==> src/rtl/xcvr_dir_ctrl.sv <==
// Break-before-make sequencer for the dir/nOE pins of one 74245 transceiver.
// Disables, changes dir, re-enables, with programmable dead time on each step.
module xcvr_dir_ctrl #(
    parameter int OFF_CYC = 2,
    parameter int DIR_CYC = 1,
    parameter int ON_CYC  = 2,
    parameter bit LOG     = 1'b0,
    parameter     NAME    = "xcvr_dir_ctrl"
) (
    input  logic clk,
    input  logic _reset,
    input  logic cmd_valid,
    output logic cmd_ready,
    input  logic cmd_en,
    input  logic cmd_dir,
    output logic dir,
    output logic nOE,
    output logic settled,
    output logic busy
);

    localparam int MAX_A   = (OFF_CYC > DIR_CYC) ? OFF_CYC : DIR_CYC;
    localparam int MAX_CYC = (MAX_A > ON_CYC) ? MAX_A : ON_CYC;
    localparam int CW      = (MAX_CYC < 1) ? 1 : $clog2(MAX_CYC + 1);

    localparam logic [CW-1:0] OFF_LD = CW'(OFF_CYC - 1);
    localparam logic [CW-1:0] DIR_LD = CW'(DIR_CYC - 1);
    localparam logic [CW-1:0] ON_LD  = CW'(ON_CYC - 1);

    if (OFF_CYC < 1 || DIR_CYC < 1 || ON_CYC < 1) begin : g_bad_param
        $error("xcvr_dir_ctrl: OFF_CYC, DIR_CYC and ON_CYC must all be >= 1");
    end

    typedef enum logic [2:0] {ST_OFF, ST_DRAIN, ST_DIRSET, ST_ENWAIT, ST_ON} state_t;

    state_t        state_q, state_d;
    logic [CW-1:0] cnt_q, cnt_d;
    logic          dir_q, dir_d;
    logic          noe_q, noe_d;
    logic          settled_q, settled_d;
    logic          ready_q, ready_d;
    logic          tgt_en_q, tgt_en_d;
    logic          tgt_dir_q, tgt_dir_d;
    logic          accept;

    always_ff @(posedge clk or negedge _reset) begin
        if (!_reset) begin
            state_q   <= ST_OFF;
            cnt_q     <= '0;
            dir_q     <= 1'b1;
            noe_q     <= 1'b1;
            settled_q <= 1'b0;
            ready_q   <= 1'b1;
            tgt_en_q  <= 1'b0;
            tgt_dir_q <= 1'b1;
        end else begin
            state_q   <= state_d;
            cnt_q     <= cnt_d;
            dir_q     <= dir_d;
            noe_q     <= noe_d;
            settled_q <= settled_d;
            ready_q   <= ready_d;
            tgt_en_q  <= tgt_en_d;
            tgt_dir_q <= tgt_dir_d;
        end
    end

    always_comb begin
        state_d   = state_q;
        cnt_d     = cnt_q;
        dir_d     = dir_q;
        tgt_en_d  = tgt_en_q;
        tgt_dir_d = tgt_dir_q;
        accept    = cmd_valid && ready_q;

        unique case (state_q)
            ST_OFF: begin
                if (accept) begin
                    tgt_en_d  = cmd_en;
                    tgt_dir_d = cmd_dir;
                    if (cmd_en) begin
                        if (cmd_dir == dir_q) begin
                            state_d = ST_ENWAIT;
                            cnt_d   = ON_LD;
                        end else begin
                            state_d = ST_DIRSET;
                            dir_d   = cmd_dir;
                            cnt_d   = DIR_LD;
                        end
                    end
                end
            end
            ST_ON: begin
                if (accept) begin
                    tgt_en_d  = cmd_en;
                    tgt_dir_d = cmd_dir;
                    if (!(cmd_en && cmd_dir == dir_q)) begin
                        state_d = ST_DRAIN;
                        cnt_d   = OFF_LD;
                    end
                end
            end
            ST_DRAIN: begin
                if (cnt_q != '0) begin
                    cnt_d = cnt_q - CW'(1);
                end else if (!tgt_en_q) begin
                    state_d = ST_OFF;
                    cnt_d   = '0;
                end else if (tgt_dir_q != dir_q) begin
                    state_d = ST_DIRSET;
                    dir_d   = tgt_dir_q;
                    cnt_d   = DIR_LD;
                end else begin
                    state_d = ST_ENWAIT;
                    cnt_d   = ON_LD;
                end
            end
            ST_DIRSET: begin
                if (cnt_q != '0) begin
                    cnt_d = cnt_q - CW'(1);
                end else begin
                    state_d = ST_ENWAIT;
                    cnt_d   = ON_LD;
                end
            end
            ST_ENWAIT: begin
                if (cnt_q != '0) begin
                    cnt_d = cnt_q - CW'(1);
                end else begin
                    state_d = ST_ON;
                    cnt_d   = '0;
                end
            end
            default: begin
                state_d = ST_OFF;
                cnt_d   = '0;
            end
        endcase

        // Pin levels follow the state being entered so every output is a flop.
        noe_d     = !(state_d == ST_ENWAIT || state_d == ST_ON);
        settled_d = (state_d == ST_ON);
        ready_d   = (state_d == ST_OFF || state_d == ST_ON);
    end

    assign dir       = dir_q;
    assign nOE       = noe_q;
    assign settled   = settled_q;
    assign cmd_ready = ready_q;
    assign busy      = !ready_q;

`ifndef SYNTHESIS
    int gap_q;

    always_ff @(posedge clk or negedge _reset) begin
        if (!_reset) begin
            gap_q <= DIR_CYC;
        end else begin
            assert (!(settled_q && noe_q))
                else $error("%s: settled while nOE high", NAME);
            if (dir_d != dir_q) begin
                assert (noe_q && noe_d)
                    else $error("%s: dir changed while nOE low", NAME);
                gap_q <= 0;
            end else if (gap_q < DIR_CYC) begin
                gap_q <= gap_q + 1;
            end
            if (noe_q && !noe_d) begin
                assert (gap_q + 1 >= DIR_CYC)
                    else $error("%s: nOE fell too soon after dir change", NAME);
            end
        end
    end

    if (LOG) begin : g_log
        always @(posedge clk) begin
            if (_reset && state_d != state_q)
                $display("%s: %s -> %s", NAME, state_q.name(), state_d.name());
        end
    end
`endif

endmodule

==> config.mk <==
export PLATFORM = sky130hd
export DESIGN_NAME = xcvr_dir_ctrl
export DESIGN_NICKNAME = d
export VERILOG_FILES = /design/src/rtl/xcvr_dir_ctrl.sv
export SDC_FILE = /design/constraint.sdc
export NUM_CORES = 1
export LEC_CHECK = 0
export BUFFER_PORTS_ARGS = -buffer_cell sky130_fd_sc_hd__buf_4
export CAP_MARGIN = 20
export CORE_MARGIN = 1.5
export CORE_UTILIZATION = 30
export CTS_BUF_LIST = sky130_fd_sc_hd__clkbuf_8
export CTS_CLUSTER_DIAMETER = 200
export CTS_CLUSTER_SIZE = 28
export DETAILED_ROUTE_END_ITERATION = 8
export GPL_TIMING_DRIVEN = 1
export PLACE_DENSITY = 0.49
export SLEW_MARGIN = 10
export SYNTH_ARGS = -nofsm -noshare
export SYNTH_HDL_FRONTEND = slang
export SYNTH_SLANG_ARGS = --single-unit
==> constraint.sdc <==
create_clock -name clk -period 1.7 [get_ports clk]
set_input_delay 0.34 -clock clk [delete_from_list [all_inputs] [get_ports clk]]
set_output_delay 0.34 -clock clk [all_outputs]
set_load 0.01 [all_outputs]
* After elaboration in Yosys (flattened, before gate mapping)
Index checks and enable logic that the tools add are counted.
** Storage, ports and cells
- Word-level logic and storage cells :: 68
- Register bits :: 11
- Input bits :: 5
- Output and inout bits :: 5
** Operators by class
- Equal/unequal tests :: 16
- Mux-type cells :: 29
- Reduce and logical (&&, ||, !) cells :: 14
- Add/sub/neg operators :: 1
** Operators by type and width (number)
- $mux W3 :: 7
- $mux W2 :: 8
- $ne A2 B2 Y1 const B :: 8
- $pmux W3 S5 :: 1
- $mux W1 :: 11
- $pmux W2 S5 :: 1
- $eq A3 B2 Y1 const B :: 3
- $reduce_and A7 Y1 :: 1
- $eq A3 B3 Y1 const B :: 2
- $logic_not A3 Y1 :: 2
- $reduce_and A4 Y1 :: 1
- $reduce_bool A2 Y1 :: 2
- $eq A3 B1 Y1 const B :: 1
- $logic_and A1 B1 Y1 :: 2
- $logic_not A1 Y1 :: 2
- $logic_or A1 B1 Y1 :: 2
- $pmux W1 S2 :: 1
- $reduce_and A2 Y1 :: 1
- $reduce_or A2 Y1 :: 1
- $sub A2 B1 Y2 const B :: 1
- $eq A1 B1 Y1 :: 1
- $ne A1 B1 Y1 :: 1

* Depth between registers and ports, before layout
- Depth in word-level cells :: 8
- Gate-level depth with buffers :: 5
- Depth with buffers taken out :: 4

* Worst setup path after synthesis
No wires, ideal clock.
- Path type :: register to register
- Start :: register ready_q (netlist: cmd_ready)
- End :: register dir_q (netlist: dir)
- Cell stages (with the launch flop) :: 5
- Library setup time :: 0.085 ns
- Required time :: 1.615 ns
- Arrival time :: 1.504 ns
- Path buffers :: 0
- Period minus slack after synthesis :: 1.589 ns
- Path slack :: 0.111 ns
- Cell sequence :: dfstp_2 nand3_1 nor4_1 mux2_1 mux2_1
** On the way
- Word-level cells in the longest chain between the ends :: 3
** Ends and longest elaborated chain
- from (decl) :: line 41 : logic ready_q, ready_d;
- from (signal assigned) :: line 62 : ready_q <= ready_d;
- $logic_and A1 B1 Y1 :: line 74 : accept = cmd_valid && ready_q;
- $ne A2 B2 Y1 (no source line)
- $reduce_and A7 Y1 (no source line)
- to (signal assigned) :: line 59 : dir_q <= dir_d;
- to (decl) :: line 38 : logic dir_q, dir_d;
Every way passes these cells.
A chain may end at the register's enable or synchronous reset.

* Final worst setup path
Same ends and word-level chain as after synthesis.

==> impl_metrics.tcl <==
set metrics [dict create \
    crit_chain "nand3_1 > nor4_1 > mux2_1 > mux2_1" \
    grt_pass1_vias 546 \
    cts_root_buf "clkbuf_8" \
    yosysTopAreaCell "dfrtp_1" \
    ant_nets 0 \
    track_usage 0.144 \
    setup-tns-final_ns 0 \
    place_inst 106 \
    cts_setup_buffers 0 \
    wire_per_inst_um 14.1 \
    yosysWarningCount 0 \
    synth_area_per_cell_um2 10.2 \
    dieWidth_um 50.3 \
    period_minus_slack_ns 1.61 \
    grt_max_degree 14 \
    fp-row-count 16 \
    synth-seq-area-share 0.417 \
    crit_required_ns 1.86 \
    place.gp.congestion 0.820 \
    port_buffers 9 \
    cts-resized-gates 0 \
    numCtsBuffers 3 \
    numClockSinks 11 \
    maxCapViolCount 0 \
    synth_cell_types 36 \
    crit_path_max_fanout 6 \
    cts_tree "built" \
    syn2layout_area_growth_pct 27.9 \
    dp_hpwl_um 1190 \
    rsz0062_at_grt "false" \
    peakVddDrop_uv 1210 \
    synth.top_cell.area_share 0.261 \
    die_h_um 50.3 \
    p_per_area_nw_per_um2 2050 \
    fin_skew_ns 0.00423 \
    nets 90 \
    ios 10 \
    cts_max_level 1 \
    crit_type "register to register" \
    totalWireLength_um 1560 \
    final-hold-violation-count 0 \
    synth_area_um2 672 \
    drc 0 \
    worst_pin_slew_ns 0.354 \
    dr.pass1.iters 4 \
    fmax_mhz 622 \
    clk_pin_slew_ns 0.05 \
    whs_ns 0.378 \
    synth_fp_nets 71 \
    first_iter_violations 10 \
    cp-start-kind "register" \
    end_kind "register" \
    relSlewSlack 0.764 \
    cts.path.max_buffers 2 \
    critPathArrivalTime_ns 1.77 \
    fp.coreArea_um2 2040 \
    fin_cells 111 \
    status "finished, final reports clean" \
    slew_violations 0 \
    start_util 0.329 \
    antenna_found_initial 0 \
    vias_per_cell 5.13 \
    synthCells 66 \
    synth.area.top_cells "dfrtp_1 26%, dfstp_2 16%, mux2_1 5.0%" \
    fin_ws_ns 0.0925 \
    timing.critical_path.mode_cell "mux2_1" \
    fin_util 0.421 \
    fill_cells 214 \
    grt_pass1_wl_um 2680 \
    die_area_um2 2530 \
    leakagePower_nw 0.372 \
    insertion_delay_ns 0.24 \
    diodes 0 \
    vias 569 \
    cp_num_buf_inv 0 \
    ys_ff_latch 11 \
    crit_slowest_cell "dfstp_2" \
    gr-total-overflow 0 \
    hold_class "input port to register" \
    fin_crit_sh 0.946 \
    setup_violations 0 \
    post-place-ws_ns 0.112 \
    slowest_delay_ns 0.57 \
    drive_gt1_frac 0.321 \
    regArea_um2 280 \
    cp_top_family "multiplexers" \
    ff2ff_setup_slack_ns 0.09 \
    multi_input_area_um2 355 \
]
-- per-layer routing --
metal | vias to the layer above | track usage | part of all wire
li1 | 283 | - | -
met1 | 270 | 0.186 | 0.47
met2 | 14 | 0.226 | 0.46
met3 | 2 | 0.0536 | 0.054
met4 | 0 | 0.0405 | 0.0077
met5 | - | 0 | 0
-- cell families after synthesis --
family                    synth area share
DFF                                  0.417
AOI/OAI and AO/OA                    0.222
xor gates and xnor gates            0.0391
muxes                               0.0503
buffers and inverters               0.0540
and+or+nand+nor                      0.218
-- cells in the final DEF (no fill, tap or decap), types with 2 or more instances in the layout --
| master | n |
|---|---|
| nand3_1 | 3 |
| a21oi_1 | 2 |
| o21ai_1 | 2 |
| xnor2_1 | 2 |
| inv_1 | 5 |
| a22o_1 | 2 |
| nand2_1 | 3 |
| nor2_1 | 4 |
| a211oi_1 | 2 |
| clkbuf_8 | 3 |
| mux2_1 | 3 |
| a31o_1 | 3 |
| nor3_1 | 2 |
| buf_4 | 16 |
| dfrtp_1 | 7 |
| dfstp_2 | 4 |
-- cell type report --
class                      instances  share of cell area
clock buffer                       3              0.0480
clock inverter                     1             0.00437
inverter                           4              0.0175
multi-input combinational         48               0.413
sequential                        11               0.326
tap                               27              0.0393
timing repair buffer              17               0.151
-- worst reg2reg max path: cells and delay by family (launching register included) --
kind,cells,cell delay [ns]
DFF,1,0.57
muxes,2,0.64
and+or+nand+nor,2,0.32
-- synth_stat cells --
cell / instances
dfrtp_1: 7
nand4_1: 1
and4bb_1: 1
nor2_1: 4
a21oi_1: 2
nor3_2: 1
buf_6: 1
xor2_1: 1
and3_1: 1
o21a_1: 1
nor4_1: 1
a31oi_1: 1
a21oi_2: 1
nor3_1: 2
nor2b_1: 1
xnor2_1: 2
buf_2: 2
inv_1: 4
o21bai_1: 1
a2111oi_2: 1
o311ai_2: 1
nand2_1: 3
mux2_1: 3
nor4b_1: 1
a32oi_1: 1
nor4bb_1: 1
nand3_1: 3
and3b_1: 1
a211oi_1: 2
and2_1: 1
a22o_1: 2
dfstp_2: 4
or2_1: 1
nand3b_1: 1
a31o_1: 3
o21ai_1: 2
-- repair_timing --
action                                 4_1_cts  5_1_grt
hold buffers                                 1        0
endpoints found under the hold margin        7        0
setup endpoints to repair                    0        0
-- worst paths after layout --
kind | startpoint | end | cells after the start
min in group asynchronous | _reset | cnt_q[1] | 2
setup reg to reg | cmd_ready | dir | 4
hold reg to reg | tgt_en_q | tgt_en_q | 2
max in group asynchronous | _reset | tgt_dir_q | 2
hold / removal | cmd_dir | tgt_dir_q | 2
setup / recovery | cmd_ready | dir | 4
-- sequential cells by signal, indices dropped and copies added (netlist names) --
register   count
state_q        3
cmd_ready      1
settled        1
tgt_dir_q      1
nOE            1
dir            1
cnt_q          2
tgt_en_q       1
-- per-stage QoR --
stage / instance area, µm² / total power, mW
after floorplan: 672 / 1.19
after CTS: 860 / 1.77
after global routing: 860 / 1.90
after global placement: 805 / 1.50
final: 860 / 1.77
after detailed placement: 805 / 1.50
-- power breakdown --
part           internal (mW)  switching, mW  total, mW
Clock                  0.159          0.103      0.262
Combinational          0.475          0.505      0.980
Sequential             0.419          0.104      0.523
Total                   1.05          0.711       1.77
No activity file was read; power rests on OpenSTA's default activity.
